File: src/rtl/tow_pkg.sv
// rtl/tow_pkg.sv - shared constants and types for the tug-of-war computer, light and victory stages
// Contents: LFSR width, feedback taps and reset value, cooldown length, press FSM state type.
package tow_pkg;

  localparam int LFSR_W = 10;
  localparam int TAP_A  = 9;
  localparam int TAP_B  = 6;
  localparam logic [LFSR_W-1:0] LFSR_RESET = 10'h000;

  localparam int COOL_CYCLES = 3;
  localparam int COOL_W      = $clog2(COOL_CYCLES + 1);
  localparam logic [COOL_W-1:0] COOL_LOAD = COOL_W'(COOL_CYCLES);

  typedef enum logic {
    READY = 1'b0,
    COOL  = 1'b1
  } press_state_t;

endpackage

File: src/rtl/lfsr10.sv
// rtl/lfsr10.sv - 10-bit XNOR-feedback LFSR that steps only when enabled
// Ports: clk (rising-edge clock), reset (async active-high, loads LFSR_RESET),
//        en (advance this cycle), q (current state).
module lfsr10
  import tow_pkg::*;
(
  input  logic              clk,
  input  logic              reset,
  input  logic              en,
  output logic [LFSR_W-1:0] q
);

  // XNOR feedback makes all-zeros a legal start state; all-ones is the lock-up state.
  always_ff @(posedge clk or posedge reset) begin
    if (reset) begin
      q <= LFSR_RESET;
    end else if (en) begin
      q <= {q[LFSR_W-2:0], ~(q[TAP_A] ^ q[TAP_B])};
    end
  end

endmodule

File: src/rtl/computer_press.sv
// rtl/computer_press.sv - pseudo-random computer button press generator with optional cooldown
// Ports: clk (rising-edge clock), reset (async active-high), enable (game running, 0 freezes),
//        difficulty[8:0] (press threshold, 0 = never press), press (registered one-cycle pulse),
//        lfsr_q[9:0] (current LFSR state).
// Build option: CPU_COOLDOWN_EN adds the COOL state and cooldown counter; without it the FSM
//        stays in READY and press follows the previous cycle's candidate.
module computer_press
  import tow_pkg::*;
(
  input  logic              clk,
  input  logic              reset,
  input  logic              enable,
  input  logic [8:0]        difficulty,
  output logic              press,
  output logic [LFSR_W-1:0] lfsr_q
);

  press_state_t state, state_next;
  logic         candidate;
  logic         press_next;

  lfsr10 u_lfsr (
    .clk   (clk),
    .reset (reset),
    .en    (enable),
    .q     (lfsr_q)
  );

  // Compare against the pre-edge LFSR value; difficulty is used unsynchronised.
  assign candidate = enable && ({1'b0, difficulty} > lfsr_q);

  always_ff @(posedge clk or posedge reset) begin
    if (reset) begin
      state <= READY;
      press <= 1'b0;
    end else begin
      state <= state_next;
      press <= press_next;
    end
  end

`ifdef CPU_COOLDOWN_EN
  logic [COOL_W-1:0] cool_cnt, cool_cnt_next;

  always_ff @(posedge clk or posedge reset) begin
    if (reset) begin
      cool_cnt <= '0;
    end else begin
      cool_cnt <= cool_cnt_next;
    end
  end

  always_comb begin
    state_next    = state;
    cool_cnt_next = cool_cnt;
    press_next    = 1'b0;
    if (!enable) begin
      state_next    = READY;
      cool_cnt_next = '0;
    end else begin
      case (state)
        READY: begin
          if (candidate) begin
            press_next    = 1'b1;
            state_next    = COOL;
            cool_cnt_next = COOL_LOAD;
          end
        end
        COOL: begin
          // Leave COOL on the edge where the counter lands on zero so the
          // very next cycle can accept a fresh candidate.
          cool_cnt_next = cool_cnt - 1'b1;
          if (cool_cnt == COOL_W'(1)) begin
            state_next = READY;
          end
        end
        default: begin
          state_next    = READY;
          cool_cnt_next = '0;
        end
      endcase
    end
  end
`else
  always_comb begin
    state_next = READY;
    press_next = candidate && (state == READY);
  end
`endif

endmodule

File: config.mk
export PLATFORM = sky130hd
export DESIGN_NAME = computer_press
export DESIGN_NICKNAME = d
export VERILOG_FILES = /design/src/rtl/tow_pkg.sv /design/src/rtl/lfsr10.sv /design/src/rtl/computer_press.sv
export SDC_FILE = /design/constraint.sdc
export NUM_CORES = 1
export LEC_CHECK = 0
export BUFFER_PORTS_ARGS = -buffer_cell sky130_fd_sc_hd__buf_4
export CORE_AREA = 2 2 39 41
export CTS_BUF_LIST = sky130_fd_sc_hd__clkbuf_8
export CTS_CLUSTER_SIZE = 10
export DETAILED_ROUTE_END_ITERATION = 16
export DIE_AREA = 0 0 41 43
export PLACE_DENSITY = 0.81
export SETUP_SLACK_MARGIN = 0.05
export SYNTH_ARGS = -nofsm -noshare
export SYNTH_HDL_FRONTEND = slang
export SYNTH_HIERARCHICAL = 1
export SYNTH_SLANG_ARGS = --single-unit
File: constraint.sdc
create_clock -name clk -period 2.2 [get_ports clk]
set_clock_uncertainty 0.15 [all_clocks]
set_input_delay 0.33 -clock clk [delete_from_list [all_inputs] [get_ports clk]]
set_output_delay 0.33 -clock clk [all_outputs]
set_load 0.01 [all_outputs]
==> impl_results.md <==
- PwrDens: 1310 nW/µm²
- Sink Count: 11
- DRC viols: 0
- Net count, final: 105
- Cell type with the largest total area after synthesis: dfrtp_1
- Syn Inst Count: 57
- Gr usage total: 18.5%
- Die Height: 43 µm
- Vias: 492
- CP cell instances: inv_1, ha_1, nor2b_1, o21ai_2, a31oi_1, o221a_1
- Fin cells: 99
- Area contributors post-synth: dfrtp_1, ha_1, mux2_2
- Final Hold Fails: 0
- Setup_tns: 0 ns
- CORE AREA: 1380 µm²
- RSZ-0062 raised after global routing: false
- Layout cell share with drive strength beyond 1: 44.6%
- Synth unique cells: 16
- Maximum vdd ir drop: 0.672 mV
- Worst path depth: 6
- Reg2reg start: u_lfsr/q[1]$_DFFE_PP0P_
- Num CTS Buffers: 3
- Rows: 14
- Min-Delay Path Class: in -> reg
- Synth Register Bits: 11
- Final Cycle Share: 71.0%
- Minimum clock period: 1.56 ns
- Critical path's top delay family: compound AO/OA/AOI/OAI gates
- Final ANT Viol Nets: 0
- Bufs on Longest Clock Path: 2
- Fmax achieved: 0.640 GHz
- Worst-Margin Slew: 0.395 ns
- Lkg Pwr: 0.469 nW
- Root Buffer: clkbuf_8
- Sw frac: 35.6%
- Antenna Cells: 0
- Setup ws final: 0.638 ns
- Slowest cell delay on critical path: 0.39 ns
- Mapped Avg Cell Area: 11.5 µm²
- Final setup viols: 0
- Slew HR: 73.6%
- Reg clk slew, reported paths: 0.05 ns
- Most frequent cells in the layout: buf_4, inv_1, dfrtp_1
- CP max FO: 4
- Mapped Nets: 78
- Final Max Tran Viols: 0
- Initial core utilization: 47.5%
- Max H-tree Level: 1
- Worst Path Buf+Inv: 1
- Part of the power in registers: 35.2%
- DIE WIDTH: 41 µm
- P_int: 0.000746 W
- Routed WL per cell: 12.9 µm
- Outcome: finished, final reports clean
- Drt first pass iters: 1
- Max-cap violations: 0
- Die area: 1760 µm²
- Post-CTS Setup Bufs: 0
- Synth top area share: 41.9%
- Most common cell after layout, fill and taps aside: buf_4
- Cell Area, Synth: 657 µm²
- CTS tree: yes
- Critical Path RT: 2.17 ns
- Clock power frac: 16.4%
- GRT overflow: 0
- Port Buf Inserts: 22
- Vias in the first global route: 512
- Critical path class: reg -> reg
- FF-to-FF setup slack: 0.64 ns
- Top-level port count: 23
- Combinational Power Share: 48.4%
- Worst Hold Depth: 2
- Via density: 4.97
- Area growth, synth to finish: 34.9%
- CP Launch Point: u_lfsr/q[1]$_DFFE_PP0P_
- Sequential fraction of the synthesis area: 41.9%
- Reg-to-reg endpoint: press$_DFF_PP0_
- NetSw: 0.000413 W
- Starting DRT DRC Count: 0
- Startpoint Class: register
- Placed cells: 94
- First-pass GRT wire length: 2170 µm
- Pre-CTS WS: 0.624 ns
- CP endpoint: press$_DFF_PP0_
- DP HPWL: 985 µm
- Clk_lat worst skew: 0.23 ns
- CP Capture Type: register
- Initial antenna violation count: 0
- CP arrival: 1.53 ns
- GPL Wtd Cong: 0.747
- Total routed wirelength: 1280 µm
- Synth Warn #: 6
- Reg2reg path depth: 6
- Largest net degree at the start of global routing: 12
- Slowest CP cell: dfrtp_1
-- synthesized netlist by cell type, drive strengths merged --
cell,instances
dfrtp,11
inv,11
mux2,10
ha,9
a21oi,3
nand3,3
a21o,1
a31oi,1
and2b,1
and3,1
buf,1
nand4,1
nor2b,1
o21ai,1
o221a,1
xnor2,1
-- cells by family (layout without fill, tap and decap cells) --
group | Yosys count | count (layout) | synth area share (%)
xor+xnor | 1 | 1 | 1.33
flops | 11 | 11 | 41.9
simple gates | 7 | 7 | 7.05
mux | 10 | 10 | 17.1
compound gates | 7 | 7 | 7.43
buf+inv | 12 | 38 | 8.00
fa+ha+maj | 9 | 9 | 17.1
-- worst min path at each step --
stage	startpoint	to	slack [ns]
floorplan	reset	press$_DFF_PP0_	-0.09
global placement	reset	press$_DFF_PP0_	0.03
detailed placement	reset	press$_DFF_PP0_	0.03
CTS	enable	press$_DFF_PP0_	0.27
global route	enable	press$_DFF_PP0_	0.28
finish	enable	press$_DFF_PP0_	0.28
-- power groups by stage --
stage / Sequential, W / Combinational (W) / Clock, W
finish: 0.000409 / 0.000561 / 0.000190
global route: 0.000429 / 0.000626 / 0.000209
CTS: 0.000408 / 0.000569 / 0.000200
detailed placement: 0.000412 / 0.000558 / 0
global placement: 0.000406 / 0.000538 / 0
floorplan: 0.000435 / 0.000288 / 0
-- final cells by class --
cell class	count	area [µm²]
Clock buffer	3	41.3
Clock inverter	1	3.75
Fill cell	116	498
Inverter	11	41.3
Multi-Input combinational cell	34	329
Sequential cell	11	275
Tap cell	16	20.0
Timing Repair Buffer	23	175
-- through the flow --
stage	total power, W	cell area (µm²)	hold slack [ns]	utilization (%)
global placement	0.000944	831	0.0307	60.0
floorplan	0.000723	657	-0.0913	-
detailed placement	0.000970	831	0.0346	60.0
global route	0.00126	886	0.279	64.0
finish	0.00116	886	0.279	64.0
CTS	0.00118	886	0.271	64.0
-- repair_timing --
action	CTS	global route
gates resized for setup	0	0
hold buffers	1	0
endpoints found under the hold margin	11	0
-- per-layer routing --
metal / track usage (%) / wire (µm) / up-vias / share of wire, %
met5: 0 / 0 / - / 0
met4: 8.00 / 14 / 0 / 1.1
met3: 4.71 / 52 / 2 / 4.1
met2: 28.4 / 643 / 10 / 50
met1: 23.4 / 565 / 231 / 44
li1: - / - / 249 / -
-- sequential cells by signal, indices dropped and copies added (netlist names) --
signal    count
press         1
u_lfsr/q     10
No activity file was read; power rests on OpenSTA's default activity.
